===== config.mk =====
export PLATFORM = sky130hd
export DESIGN_NAME = zimbo_exec_monitor_flat
export DESIGN_NICKNAME = d
export VERILOG_FILES = /design/src/rtl/zimbo_exec_monitor_if.sv /design/src/rtl/zimbo_exec_monitor.sv /design/src/flat_wrapper.sv
export SDC_FILE = /design/constraint.sdc
export NUM_CORES = 1
export LEC_CHECK = 0
export CORE_MARGIN = 2
export CORE_UTILIZATION = 46
export CTS_CLUSTER_SIZE = 30
export DETAILED_ROUTE_END_ITERATION = 10
export GPL_TIMING_DRIVEN = 0
export MAX_ROUTING_LAYER = met4
export PLACE_DENSITY_LB_ADDON = 0.12
export SLEW_MARGIN = 20
export SYNTH_ARGS = -nofsm -noshare
export SYNTH_HDL_FRONTEND = slang
export SYNTH_SLANG_ARGS = --single-unit

===== constraint.sdc =====
create_clock -name clock -period 1.99 [get_ports clock]
set_clock_uncertainty 0.05 [all_clocks]
set_input_delay 0.398 -clock clock [delete_from_list [all_inputs] [get_ports clock]]
set_output_delay 0.398 -clock clock [all_outputs]
set_load 0.1 [all_outputs]

===== src/rtl/zimbo_exec_monitor_if.sv =====
// Snoop bus between the zimbo core side (master) and the run monitor (slave).
// Carries the core activity being observed plus the monitor's status and counts.
interface zimbo_exec_monitor_if #(
  parameter int OPW = 5,
  parameter int AW  = 16,
  parameter int CW  = 32
);
  logic           start;
  logic           clr;
  logic [OPW-1:0] opcode;
  logic           memwr_en;
  logic [AW-1:0]  addrm;

  logic           busy;
  logic           halted;
  logic           timed_out;
  logic           done;
  logic           watch_hit;
  logic [CW-1:0]  cycle_count;
  logic [CW-1:0]  wr_count;
  logic [AW-1:0]  last_wr_addr;

  modport master (
    output start, clr, opcode, memwr_en, addrm,
    input  busy, halted, timed_out, done, watch_hit, cycle_count, wr_count, last_wr_addr
  );

  modport slave (
    input  start, clr, opcode, memwr_en, addrm,
    output busy, halted, timed_out, done, watch_hit, cycle_count, wr_count, last_wr_addr
  );
endinterface


===== src/rtl/zimbo_exec_monitor.sv =====
// Run monitor for the zimbo core: times a run from start to HALT (or watchdog
// expiry) and tracks memory writes made during that run.
//
// state  | meaning
// IDLE   | no run since reset/clear
// RUN    | counting clocks and writes
// HALTED | HALT opcode seen, counts frozen
// TMO    | watchdog expired, counts frozen
module zimbo_exec_monitor #(
  parameter int             OPW        = 5,
  parameter logic [OPW-1:0] HALT_OP    = 5'b11111,
  parameter int             AW         = 16,
  parameter int             CW         = 32,
  parameter int             TIMEOUT    = 0,
  parameter bit             WATCH_EN   = 1'b0,
  parameter logic [AW-1:0]  WATCH_ADDR = 16'hFFFF
) (
  input  logic                        clock,
  input  logic                        reset_n,
  zimbo_exec_monitor_if.slave         bus
);

  typedef enum logic [1:0] {
    IDLE   = 2'd0,
    RUN    = 2'd1,
    HALTED = 2'd2,
    TMO    = 2'd3
  } state_t;

  localparam logic [CW-1:0] CNT_ONE  = CW'(1);
  localparam logic [CW-1:0] CNT_MAX  = '1;
  localparam logic [CW-1:0] TMO_LAST = CW'(TIMEOUT - 1);

  state_t        state_q,        state_d;
  logic          busy_q,         busy_d;
  logic          halted_q,       halted_d;
  logic          timed_out_q,    timed_out_d;
  logic          done_q,         done_d;
  logic          watch_hit_q,    watch_hit_d;
  logic [CW-1:0] cycle_count_q,  cycle_count_d;
  logic [CW-1:0] wr_count_q,     wr_count_d;
  logic [AW-1:0] last_wr_addr_q, last_wr_addr_d;

  logic [CW-1:0] cycle_inc;
  logic [CW-1:0] wr_inc;

  always_comb begin
    cycle_inc = (cycle_count_q == CNT_MAX) ? cycle_count_q : cycle_count_q + CNT_ONE;
    wr_inc    = (wr_count_q == CNT_MAX) ? wr_count_q : wr_count_q + CNT_ONE;

    state_d        = state_q;
    done_d         = 1'b0;
    watch_hit_d    = watch_hit_q;
    cycle_count_d  = cycle_count_q;
    wr_count_d     = wr_count_q;
    last_wr_addr_d = last_wr_addr_q;

    if (bus.clr) begin
      state_d        = IDLE;
      watch_hit_d    = 1'b0;
      cycle_count_d  = '0;
      wr_count_d     = '0;
      last_wr_addr_d = '0;
    end else begin
      case (state_q)
        RUN: begin
          // Writes are captured on every RUN edge, including the terminating one.
          if (bus.memwr_en) begin
            wr_count_d     = wr_inc;
            last_wr_addr_d = bus.addrm;
            if (WATCH_EN && (bus.addrm == WATCH_ADDR)) watch_hit_d = 1'b1;
          end
          if (bus.opcode == HALT_OP) begin
            state_d = HALTED;
            done_d  = 1'b1;
          end else if ((TIMEOUT != 0) && (cycle_count_q == TMO_LAST)) begin
            cycle_count_d = cycle_inc;
            state_d       = TMO;
            done_d        = 1'b1;
          end else begin
            cycle_count_d = cycle_inc;
          end
        end
        default: begin
          if (bus.start) begin
            state_d        = RUN;
            watch_hit_d    = 1'b0;
            cycle_count_d  = '0;
            wr_count_d     = '0;
            last_wr_addr_d = '0;
          end
        end
      endcase
    end

    busy_d      = (state_d == RUN);
    halted_d    = (state_d == HALTED);
    timed_out_d = (state_d == TMO);
  end

  always_ff @(posedge clock or negedge reset_n) begin
    if (!reset_n) begin
      state_q        <= IDLE;
      busy_q         <= 1'b0;
      halted_q       <= 1'b0;
      timed_out_q    <= 1'b0;
      done_q         <= 1'b0;
      watch_hit_q    <= 1'b0;
      cycle_count_q  <= '0;
      wr_count_q     <= '0;
      last_wr_addr_q <= '0;
    end else begin
      state_q        <= state_d;
      busy_q         <= busy_d;
      halted_q       <= halted_d;
      timed_out_q    <= timed_out_d;
      done_q         <= done_d;
      watch_hit_q    <= watch_hit_d;
      cycle_count_q  <= cycle_count_d;
      wr_count_q     <= wr_count_d;
      last_wr_addr_q <= last_wr_addr_d;
    end
  end

  assign bus.busy         = busy_q;
  assign bus.halted       = halted_q;
  assign bus.timed_out    = timed_out_q;
  assign bus.done         = done_q;
  assign bus.watch_hit    = watch_hit_q;
  assign bus.cycle_count  = cycle_count_q;
  assign bus.wr_count     = wr_count_q;
  assign bus.last_wr_addr = last_wr_addr_q;

endmodule


===== src/flat_wrapper.sv =====
// flat-port wrapper written by rule: the top's interface ports become plain ports
module zimbo_exec_monitor_flat 
#(
  parameter int             OPW        = 5,
  parameter logic [OPW-1:0] HALT_OP    = 5'b11111,
  parameter int             AW         = 16,
  parameter int             CW         = 32,
  parameter int             TIMEOUT    = 0,
  parameter bit             WATCH_EN   = 1'b0,
  parameter logic [AW-1:0]  WATCH_ADDR = 16'hFFFF
)
  (clock, reset_n, bus_start, bus_clr, bus_opcode, bus_memwr_en, bus_addrm, bus_busy, bus_halted, bus_timed_out, bus_done, bus_watch_hit, bus_cycle_count, bus_wr_count, bus_last_wr_addr);
  zimbo_exec_monitor_if #(.OPW(OPW), .AW(AW), .CW(CW)) bus_i ();
  input  logic clock;
  input  logic reset_n;
  input wire logic [$bits(bus_i.start)-1:0] bus_start;
  input wire logic [$bits(bus_i.clr)-1:0] bus_clr;
  input wire logic [$bits(bus_i.opcode)-1:0] bus_opcode;
  input wire logic [$bits(bus_i.memwr_en)-1:0] bus_memwr_en;
  input wire logic [$bits(bus_i.addrm)-1:0] bus_addrm;
  output wire logic [$bits(bus_i.busy)-1:0] bus_busy;
  output wire logic [$bits(bus_i.halted)-1:0] bus_halted;
  output wire logic [$bits(bus_i.timed_out)-1:0] bus_timed_out;
  output wire logic [$bits(bus_i.done)-1:0] bus_done;
  output wire logic [$bits(bus_i.watch_hit)-1:0] bus_watch_hit;
  output wire logic [$bits(bus_i.cycle_count)-1:0] bus_cycle_count;
  output wire logic [$bits(bus_i.wr_count)-1:0] bus_wr_count;
  output wire logic [$bits(bus_i.last_wr_addr)-1:0] bus_last_wr_addr;
  assign bus_i.start = bus_start;
  assign bus_i.clr = bus_clr;
  assign bus_i.opcode = bus_opcode;
  assign bus_i.memwr_en = bus_memwr_en;
  assign bus_i.addrm = bus_addrm;
  assign bus_busy = bus_i.busy;
  assign bus_halted = bus_i.halted;
  assign bus_timed_out = bus_i.timed_out;
  assign bus_done = bus_i.done;
  assign bus_watch_hit = bus_i.watch_hit;
  assign bus_cycle_count = bus_i.cycle_count;
  assign bus_wr_count = bus_i.wr_count;
  assign bus_last_wr_addr = bus_i.last_wr_addr;
  zimbo_exec_monitor #(.OPW(OPW), .HALT_OP(HALT_OP), .AW(AW), .CW(CW), .TIMEOUT(TIMEOUT), .WATCH_EN(WATCH_EN), .WATCH_ADDR(WATCH_ADDR)) u_core (.clock(clock), .reset_n(reset_n), .bus(bus_i));
endmodule

==> flow_summary_export.csv <==
group,metric,value,unit
timing,rsz0062_at_grt,"yes",
floorplan,fp.dieW,107,µm
timing,hold-worst-slack,-0.00335,ns
setup_path,cp.required,2.24,ns
floorplan,die_area,11400,µm²
place,dp_cells,774,
synth,synth-compound-area-share,25.8,%
place,port_buffers,108,
cts,worstSkewPairLatency,0.38,ns
grt,antenna_found_initial,0,
timing,hold_viol,6,
timing,max_clock_freq,460,MHz
synth,seq_area_frac_synth,44.2,%
power,swShare,29.9,%
cts,cts_htree_levels,3,
floorplan,ios,111,
drt,wirelength,17400,µm
place,hpwl,10400,µm
drt,viasPerCell,6.44,
cts,clk_transition_reported_paths,0.09,ns
timing,setup_viol,52,
run_status,status,"finished with violations",
grt,grt_overflow_total,0,
drt,drtIter0Drc,487,
cts,clockBufferDepth,2,
floorplan,core_area,10300,µm²
layout,fin_cells,841,
floorplan,fp-row-count,37,
setup_path,r2r_start,"u_core.bus.cycle_count[9]",
synth,ys_async_sr_fraction,100,%
cts,numCtsBuffers,9,
drt,first_pass_iters,5,
synth,syn_nets,557,
power,p_comb_share,15.5,%
cts,root_buffer,"clkbuf_8",
synth,syn_area,4870,µm²
run_status,violations,"hold timing, setup timing",
synth,synth_edf_count,0,
synth,yosys.area_share.simple,24.1,%
synth,ys.flop_type,"dfrtp_1",
timing,slew_headroom,51.8,%
cts,cts_hold_buf,0,
power,p_switching,1.10,mW
synth,ys_types,54,
grt,grt_pass1_wl,24700,µm
setup_path,r2r_end,"u_core.bus.cycle_count[20]",
drt,route.detailed.drc,0,
power,vdd_drop_max,324,µV
setup_path,start_kind,"flip-flop",
drt,wl_per_cell,20.7,µm
synth,synthMuxAreaShare,0.411,%
timing,period_needed,2.17,ns
grt,track_usage,28.4,%
layout,n_antenna_cell,0,
setup_path,worstPathArrival,2.43,ns
flow_run,maxCapViolCount,0,
setup_path,crit_type,"reg -> reg",
synth,ys_ff_latch,86,
setup_path,reg2reg_depth,7,
place,place_congestion,0.900,
setup_path,cp_max_fo,5,
grt,grt_pass1_vias,4805,
floorplan,die_h,107,µm
power,p_leak,3.21,nW
power,internal_power,2.59,mW
timing,worstMarginPinSlew,0.717,ns
grt,grt_start_max_net_pins,51,
power,clockPowerShare,36.1,%
floorplan,start_util,47.2,%
layout,syn_to_final_growth,61.6,%
layout,nFillCells,659,
place,post-place-ws,-0.563,ns
cts,cts_tree,"yes",
drt,antenna_left,0,
cts,clock_sinks,86,
worst_hold_path,hold_path.class,"in -> async",
synth,synth_xor_area_share,0,%
synth,yosys_warnings,0,
synth,netlist_instances,529,
timing,worst_slack,-0.184,ns
power,powerDensity,470,nW/µm²
setup_path,reg2reg_slack,-0.18,ns
synth,yosys.area_share.adder,0.514,%
setup_path,crit_path_end_kind,"flip-flop",
drt,vias,5412,
timing,final_max_slew_viol_count,0,
power,seqPwrFrac,48.4,%
timing,fin_crit_sh,109,%
layout,drive_gt1_share,50.1,%
timing,setup_tns,-3.92,ns
synth,synth_top_family_by_area,"compound AO/OA/AOI/OAI gates",
layout,nets,728,
synth,syn_area_per_cell,9.21,µm²
placed cells by master, fill, tap and decap left out, types with 4 or more instances in the layout:
master and n:
clkdlybuf4s15_2 83, nand2_1 65, buf_4 55, dfrtp_4 37, o31ai_1 29, dfrtp_2 28, o31ai_2 27, o21ai_0 25
clkdlybuf4s50_1 23, nand3_1 22, nor2_1 22, dfrtp_1 21, o31ai_4 19, a31oi_1 18, and3_1 17, clkbuf_8 13
a21oi_1 12, buf_6 12, nand4_1 11, and2_1 11, clkbuf_4 7, a41oi_1 7, o21ai_1 7, o41ai_2 6
nand2b_1 5, inv_1 5, nor3_1 5, nand3_2 5, clkbuf_2 5, a211o_1 5, buf_2 4, nor3_4 4
nor4_1 4
power by group through the flow:
stage                     clock (mW)  sequential, mW  combinational (mW)
after floorplan                    0            1.97               0.146
after global placement             0            1.82               0.480
after detailed placement           0            1.82               0.490
after CTS                       1.33            1.79               0.508
after global routing            1.40            1.79               0.603
final                           1.34            1.79               0.573
through the flow:
| stage | power [mW] | util [%] | instance area, µm² |
|---|---|---|---|
| 4_1_cts | 3.62 | 68.2 | 7040 |
| 3_3_place_gp | 2.30 | 61.9 | 6390 |
| 2_1_floorplan | 2.12 | - | 5140 |
| 6_report | 3.70 | 76.2 | 7870 |
| 3_5_place_dp | 2.31 | 62.1 | 6410 |
| 5_1_grt | 3.80 | 76.2 | 7870 |
cells by family after synthesis:
family | count (synthesis)
and+or+nand+nor | 212
AOI/OAI and AO/OA | 180
DFF | 86
buffers and inverters | 46
muxes | 2
adders and majority gates | 2
other | 1
area by class of cell:
type                    count  area, µm²  area share [%]
flip-flops and latches     86       2330            29.6
inverters                   5       18.8           0.238
plain buffers              37        335            4.26
repair buffers            164       1680            21.3
well taps                 136        170            2.16
multi-input cells         397       3130            39.8
clock inverters             5       57.6           0.731
clock buffers              11        151            1.92
sequential cells by signal (all words and copies together) (netlist names):
register                 count
u_core.bus.busy              1
u_core.bus.cycle_count      32
u_core.bus.done              1
u_core.bus.halted            1
u_core.bus.last_wr_addr     16
u_core.bus.timed_out         1
u_core.bus.wr_count         32
u_core.state_q               2
metal layers:
metal | wire [µm] | vias to the layer above | global-route usage, %
li1 | - | 2374 | -
met1 | 7170 | 2645 | 38.3
met2 | 8170 | 345 | 42.4
met3 | 1680 | 48 | 5.71
met4 | 423 | 0 | 11.2
met5 | 0 | - | -
critical path: stages, from the launching register on:
cell and delay [ns]:
dfrtp_4 0.46, nand4_1 0.19, buf_4 0.21, nor3_4 0.27, buf_6 0.17, nand4_1 0.14, or4_1 0.49, o21ai_1 0.12
synth_stat cells (2+ instances only):
cell type  number  share of area [%]
nor4_4          2               0.87
o211a_1         2               0.41
buf_6           3               0.69
o21ai_1         3               0.31
dfrtp_1        86                 44
nor3_1          8               0.82
nor2_1         23                1.8
nor4_1          5               0.64
or4_1           3               0.46
o21ai_0        31                3.2
a21o_1          2               0.31
a211o_1         5               0.90
or2_2           4               0.51
nand4_1        11                1.4
nand2_1        68                5.2
clkbuf_1       15                1.2
nor3b_1         2               0.31
buf_2          16                1.6
nand2b_1        5               0.64
o41ai_1         8                1.4
o21a_1          2               0.31
a211oi_1        3               0.46
nand3_1        28                2.9
or3_1           2               0.26
mux2i_1         2               0.41
and2_1         11                1.4
a21oi_1        14                1.4
a31oi_1        18                2.3
o311ai_0        2               0.36
a221o_1         3               0.62
buf_4           6               0.92
ha_1            2               0.51
or2_1           3               0.39
inv_1           5               0.39
and3_1         20                2.6
o22a_1          2               0.36
nor3_2          4               0.82
a41oi_1         7                1.3
o31ai_1        75                 12
and4_1          4               0.72
how the worst max path moves through the flow:
stage                                     from                          to  slack (ns)  depth (start not counted)
floorplan           u_core.bus.cycle_count[17]  u_core.bus.cycle_count[29]       -0.16                          7
global placement                       reset_n     u_core.bus.wr_count[30]       -3.32                          1
detailed placement                bus_memwr_en     u_core.bus.wr_count[11]       -0.56                          6
CTS                  u_core.bus.cycle_count[7]  u_core.bus.cycle_count[20]       -0.02                          8
global route         u_core.bus.cycle_count[9]  u_core.bus.cycle_count[20]       -0.25                          7
finish               u_core.bus.cycle_count[9]  u_core.bus.cycle_count[20]       -0.18                          7
what timing repair did:
action | in CTS | in global routing
pin swaps | 13 | 16
buffers inserted | 21 | 33
setup endpoints to repair | 161 | 78
gates resized for setup | 296 | 114
cloned | 1 | 3
No activity file was read; power rests on OpenSTA's default activity.
